## src/rtl/decoder_3x8_pulse.sv

```systemverilog
// Registered 3-to-8 decoder: valid/ready input, 2-entry FIFO, each code held HOLD_CYCLES clocks.
// Optional parity check on accepted codes enabled by defining DECODER_PARITY_EN.
module decoder_3x8_pulse #(
   parameter int HOLD_CYCLES = 4
) (
   input  logic       clk,
   input  logic       rst,
   input  logic       in_valid,
   output logic       in_ready,
   input  logic [2:0] in_code,
   input  logic       in_parity,
   output logic [7:0] out,
   output logic       busy,
   output logic       done,
   output logic       err
);
   localparam int CW = (HOLD_CYCLES > 1) ? $clog2(HOLD_CYCLES) : 1;
   localparam logic [CW-1:0] LOAD = CW'(HOLD_CYCLES - 1);

   typedef enum logic {IDLE, DRIVE} state_t;

   state_t        r_state;
   logic [CW-1:0] r_cnt;
   logic [7:0]    r_out;
   logic [2:0]    r_mem [2];
   logic          r_wptr;
   logic          r_rptr;
   logic [1:0]    r_count;

   logic w_accept;
   logic w_par_ok;
   logic w_push;
   logic w_pop;

   assign in_ready = (r_count < 2'd2);
   assign w_accept = in_valid && in_ready;

`ifdef DECODER_PARITY_EN
   logic r_err;
   assign w_par_ok = ~^{in_code, in_parity};

   always_ff @(posedge clk) begin
      if (rst) r_err <= 1'b0;
      else     r_err <= w_accept && !w_par_ok;
   end
   assign err = r_err;
`else
   // in_parity has no effect in this build
   assign w_par_ok = in_parity | 1'b1;
   assign err      = 1'b0;
`endif

   assign w_push = w_accept && w_par_ok;
   // Pop whenever the FSM is ready for a new code: idle, or on the last hold cycle
   assign w_pop  = (r_count != 2'd0) && ((r_state == IDLE) || (r_cnt == '0));

   always_ff @(posedge clk) begin
      if (rst) begin
         r_wptr  <= 1'b0;
         r_rptr  <= 1'b0;
         r_count <= 2'd0;
      end else begin
         if (w_push) begin
            r_mem[r_wptr] <= in_code;
            r_wptr        <= ~r_wptr;
         end
         if (w_pop) r_rptr <= ~r_rptr;
         r_count <= r_count + 2'(w_push) - 2'(w_pop);
      end
   end

   always_ff @(posedge clk) begin
      if (rst) begin
         r_state <= IDLE;
         r_cnt   <= '0;
         r_out   <= 8'h00;
      end else begin
         case (r_state)
            IDLE: begin
               if (r_count != 2'd0) begin
                  r_out   <= 8'd1 << r_mem[r_rptr];
                  r_cnt   <= LOAD;
                  r_state <= DRIVE;
               end
            end
            DRIVE: begin
               if (r_cnt != '0) begin
                  r_cnt <= r_cnt - CW'(1);
               end else if (r_count != 2'd0) begin
                  r_out <= 8'd1 << r_mem[r_rptr];
                  r_cnt <= LOAD;
               end else begin
                  r_out   <= 8'h00;
                  r_state <= IDLE;
               end
            end
            default: r_state <= IDLE;
         endcase
      end
   end

   assign out  = r_out;
   assign busy = (r_state == DRIVE);
   assign done = (r_state == DRIVE) && (r_cnt == '0);
endmodule

```

## config.mk

```make
export PLATFORM = sky130hd
export DESIGN_NAME = decoder_3x8_pulse
export DESIGN_NICKNAME = d
export VERILOG_FILES = /design/src/rtl/decoder_3x8_pulse.sv
export SDC_FILE = /design/constraint.sdc
export NUM_CORES = 1
export LEC_CHECK = 0
export CORE_AREA = 2 2 47 49
export CTS_CLUSTER_DIAMETER = 60
export DETAILED_ROUTE_END_ITERATION = 8
export DIE_AREA = 0 0 49 51
export PLACE_DENSITY_LB_ADDON = 0.15
export SETUP_SLACK_MARGIN = 0.1
export SLEW_MARGIN = 0
export SYNTH_ARGS = -nofsm -noshare
export SYNTH_HDL_FRONTEND = slang
export SYNTH_SLANG_ARGS = --single-unit
```

## constraint.sdc

```tcl
create_clock -name clk -period 4.5 [get_ports clk]
set_input_delay 0.9 -clock clk [delete_from_list [all_inputs] [get_ports clk]]
set_output_delay 0.9 -clock clk [all_outputs]
set_load 0.05 [all_outputs]
```

* Yosys cells after proc, flatten, opt, wreduce, memory -nomap -nowiden *
Memories as Yosys holds them, arrays and structs flattened. A register that Yosys moved wholly into a read port is not among the register bits.
Cells that the tools add are included.

operators by class
  add/subtract/negate cells = 3
  bitwise logic cells = 3
  $lt $le $gt $ge = 1
  equality and inequality tests = 2
  shifts and indexed selects = 1
  reduce and logical (&&, ||, !) cells = 8
  muxes and demuxes = 15

operator list
  kind                                               count
  two-way mux 8 bit                                  3
  one-hot mux 8 bit (2 select lines)                 1
  left shift 1 x 3 -> 8 bit (first input constant)   1
  two-way mux 1 bit                                  7
  two-way mux 2 bit                                  2
  one-hot mux 2 bit (2 select lines)                 1
  nonzero test 2 bit                                 2
  logical AND 1 bit                                  3
  NOT 1 bit                                          3
  adder 2 x 1 -> 2 bit                               1
  zero test 2 bit                                    1
  < comparator 2 bit (second input constant)         1
  != test 2 x 1 -> 1 bit (second input constant)     1
  != test 2 bit (second input constant)              1
  one-hot mux 1 bit (2 select lines)                 1
  AND reduction 2 bit                                1
  subtractor 2 x 1 -> 2 bit                          1
  subtractor 2 x 1 -> 2 bit (second input constant)  1
  logical OR 1 bit                                   1

word-level totals
  memories kept = 1
  bits in registers = 15
  logic and storage cells = 40
  input port bits = 7
  output and inout bits = 12
  bits in writable memories = 6

memory list
  memory  words  width  read ports  clocked after Yosys merged registers in  wr ports  RTL line  RTL
  r_mem   2      3      1           1                                        1         25        logic [2:0] r_mem [2];

* Depth between registers and ports, before layout *
  word-level depth = 5
  depth in mapped cells = 8
  gate-level depth less buffers = 8

* Worst setup path after synthesis *
OpenSTA, ideal clock, no wires.

  kind = register to output
  from = reg r_state (netlist: busy)
  to = out done
  setup slack = 2.042 ns
  required time = 3.600 ns
  stages on the path, launching flop included = 2
  data arrival time = 1.558 ns
  path buffers = 0
  path through = dfxtp_1 > nor3b_2

between the ends
  cells in the longest elaborated chain, start to end = 1

RTL lines
  item                    RTL line  RTL
  start, declared         22        state_t r_state;
  start signal, assigned  74        r_state <= IDLE;
  start signal, assigned  83        r_state <= DRIVE;
  start signal, assigned  94        r_state <= IDLE;
  logical AND 1 bit       104       assign done = (r_state == DRIVE) && (r_cnt == '0);
  end, declared           14        output logic done,

Every way passes these cells.

* Worst setup path in the final report *
Same ends and word-level chain as after synthesis.

==> reports/results.ini <==
[place]
dpl.hpwl_um=1210
port-buffer-count=16
place_congestion=0.735
place_ws_ns=1.91

[sta]
setup_viol=0
min_period_over_period=0.637
hold_viol=0
clock.fmax_ghz=0.349
skew_ns=0.000852
drv_slew=0
grt_setup_unrepaired=false
finalWorstSetupSlack_ns=1.63
tightest_slew_ns=0.619
fin_crit_ns=2.87
fin_setup_tns_ns=0
relSlewSlack=0.586

[clocking]
clk_latency_ns=0.31
path_clk_slew_ns=0.11
cts_htree_levels=1
cts_made_buffers=3
cts_resized=0
cts_tree=built
clk_path_buf_depth=2
cts_hold_buf=0
ctsRootBufferMaster=clkbuf_4
clock_sinks=22
post_cts_buffers=0

[synth]
synthArstFlopShare=0
ys_warn_count=0
synth_common_cells=16 x dfxtp_1, 7 x a22o_1, 6 x edfxtp_1, 5 x nor2_1, 4 x nor3_1
synthesis.area_um2=961
synth_cell_types=34
synth_fp_nets=94
synthCells=85
synth_area_leader_cell=dfxtp_1
yosys_register_bits=22
synth_area_leaders=dfxtp_1 33%, edfxtp_1 19%, a22o_1 6.4%
yosysSeqAreaShare=0.521
synth_top_area_frac=0.333
syn_avg_cell_area_um2=11.3
synth.most_common_cell=dfxtp_1
synth_ff_type=dfxtp_1
synth_edf_count=6

[drt]
post_drt_wl_per_cell_um=12.3
drtIter0Drc=8
via_per_inst=5.30
routed_wl_um=1590
route.detailed.drc=0
firstDrtPassIters=4
vias=684
ant_nets=0

[setup_path]
critical_path_peak_fanout=8
cp_slowest_stage_delay_ns=0.86
required_ns=3.60
rr_endpoint=r_count[1]
cp-end-kind=output pin
startpoint_type=flop
crit_chain=nor3b_2, clkdlybuf4s50_1
regToRegSetupSlack_ns=2.67
timing.rr.start=r_count[1]
cp_top_family=buffers and inverters
path_buf_inv=1
crit_start=busy
slowest_stage=clkdlybuf4s50_1
arrival_ns=1.97
critPathKind=flop to output pin
reg2reg_depth=8

[die]
rows=17
io-pin-count=19
dieArea_um2=2500
die_w_um=49
start_util=0.466
core_area_um2=2060
fp.dieH_um=51

[hold_path]
min_to=out[6]
hp-class=flop to flop
hold_path_depth=1
min-delay-start=out[6]

[power_and_ir_drop]
powerDensity_nw_per_um2=575
p_leak_nw=0.409
ir_worst_vdd_mv=0.367

[run_status]
status=finished, final reports clean

[layout]
regArea_um2=500
fillCellCount=215
diodes=0
multi_input_area_um2=427
drive_gt1_frac=0.0990
area_growth_pct=20.3
final_nets=111

[grt]
antenna_found_initial=0
grt_pass1_vias=654
overflow=0
track_usage=0.149
grt_max_degree=18
grt_pass1_wl_um=2720

[job]
max-cap-violations=0

metal layers:
layer	vias to the layer above	GRT usage	wire length, um
met2	17	0.258	757
li1	346	-	-
met4	0	0.129	56
met5	-	0	0
met1	316	0.159	717
met3	5	0.0263	60
sequential cells by signal, indices dropped and copies added (netlist names), named ones only:
register	count
r_mem	6
r_wptr	1
r_count	2
out	8
busy	1
r_rptr	1
r_cnt	2
how the worst max path moves through the flow:
stage                  end  cells after the start
5_1_grt               done                      2
2_1_floorplan         done                      1
3_3_place_gp   r_mem[1][0]                      2
3_5_place_dp   r_mem[1][0]                      2
6_report              done                      2
4_1_cts               done                      2
placed cells by master, fill, tap and decap left out:
| cell | instances |
|---|---|
| dfxtp_1 | 16 |
| clkdlybuf4s50_1 | 16 |
| a22o_1 | 7 |
| edfxtp_1 | 6 |
| nor2_1 | 5 |
| nor3_1 | 4 |
| nand2b_1 | 3 |
| nand3b_1 | 3 |
| a21oi_1 | 3 |
| or3b_1 | 3 |
| clkbuf_4 | 3 |
| inv_1 | 2 |
| xor2_1 | 2 |
| a211oi_1 | 2 |
| o32ai_1 | 2 |
| or3_1 | 2 |
| a21oi_2 | 2 |
| nor3_2 | 2 |
| xnor2_1 | 2 |
| ha_1 | 2 |
| o21a_1 | 1 |
| nor3b_2 | 1 |
| nor3b_1 | 1 |
| mux2i_1 | 1 |
| nand3_1 | 1 |
| o21ba_2 | 1 |
| o21bai_1 | 1 |
| or2_1 | 1 |
| nor2b_1 | 1 |
| o21ai_0 | 1 |
| a2111oi_0 | 1 |
| mux2_2 | 1 |
| conb_1 | 1 |
| clkinv_1 | 1 |
area by class of cell:
type,count,area share
inverter,2,0.00649
clock inverter,1,0.00325
multi-input combinational,57,0.369
sequential,22,0.433
tap,28,0.0303
timing repair buffer,16,0.139
clock buffer,3,0.0195
cell families after synthesis:
logic type	after synthesis	synth area share
AND/OR/NAND/NOR	27	0.184
flip-flops	22	0.521
AO/OA/AOI/OAI	21	0.172
buffers and inverters	6	0.0352
XOR/XNOR	4	0.0365
adder cells (fa/ha/maj)	2	0.0260
multiplexers	2	0.0221
other	1	0.00390
through the flow:
| stage | utilization | hold slack (ns) | cells | cell area (um2) | total power, W |
|---|---|---|---|---|---|
| after floorplan | - | 0.480 | 85 | 961 | 0.000515 |
| after global placement | 0.548 | 0.462 | 125 | 1130 | 0.000568 |
| after detailed placement | 0.548 | 0.466 | 125 | 1130 | 0.000581 |
| after CTS | 0.560 | 0.494 | 129 | 1160 | 0.000672 |
| after global routing | 0.560 | 0.528 | 129 | 1160 | 0.000711 |
| final | 0.560 | 0.492 | 129 | 1160 | 0.000664 |
where the power goes:
| group | total (W) | internal (W) | switching (W) |
|---|---|---|---|
| sequential | 0.000291 | 0.000245 | 0.0000462 |
| clock | 0.0000908 | 0.0000324 | 0.0000583 |
| combinational | 0.000283 | 0.000120 | 0.000162 |
| total | 0.000664 | 0.000397 | 0.000267 |
Power figures use the tool's default switching activity.
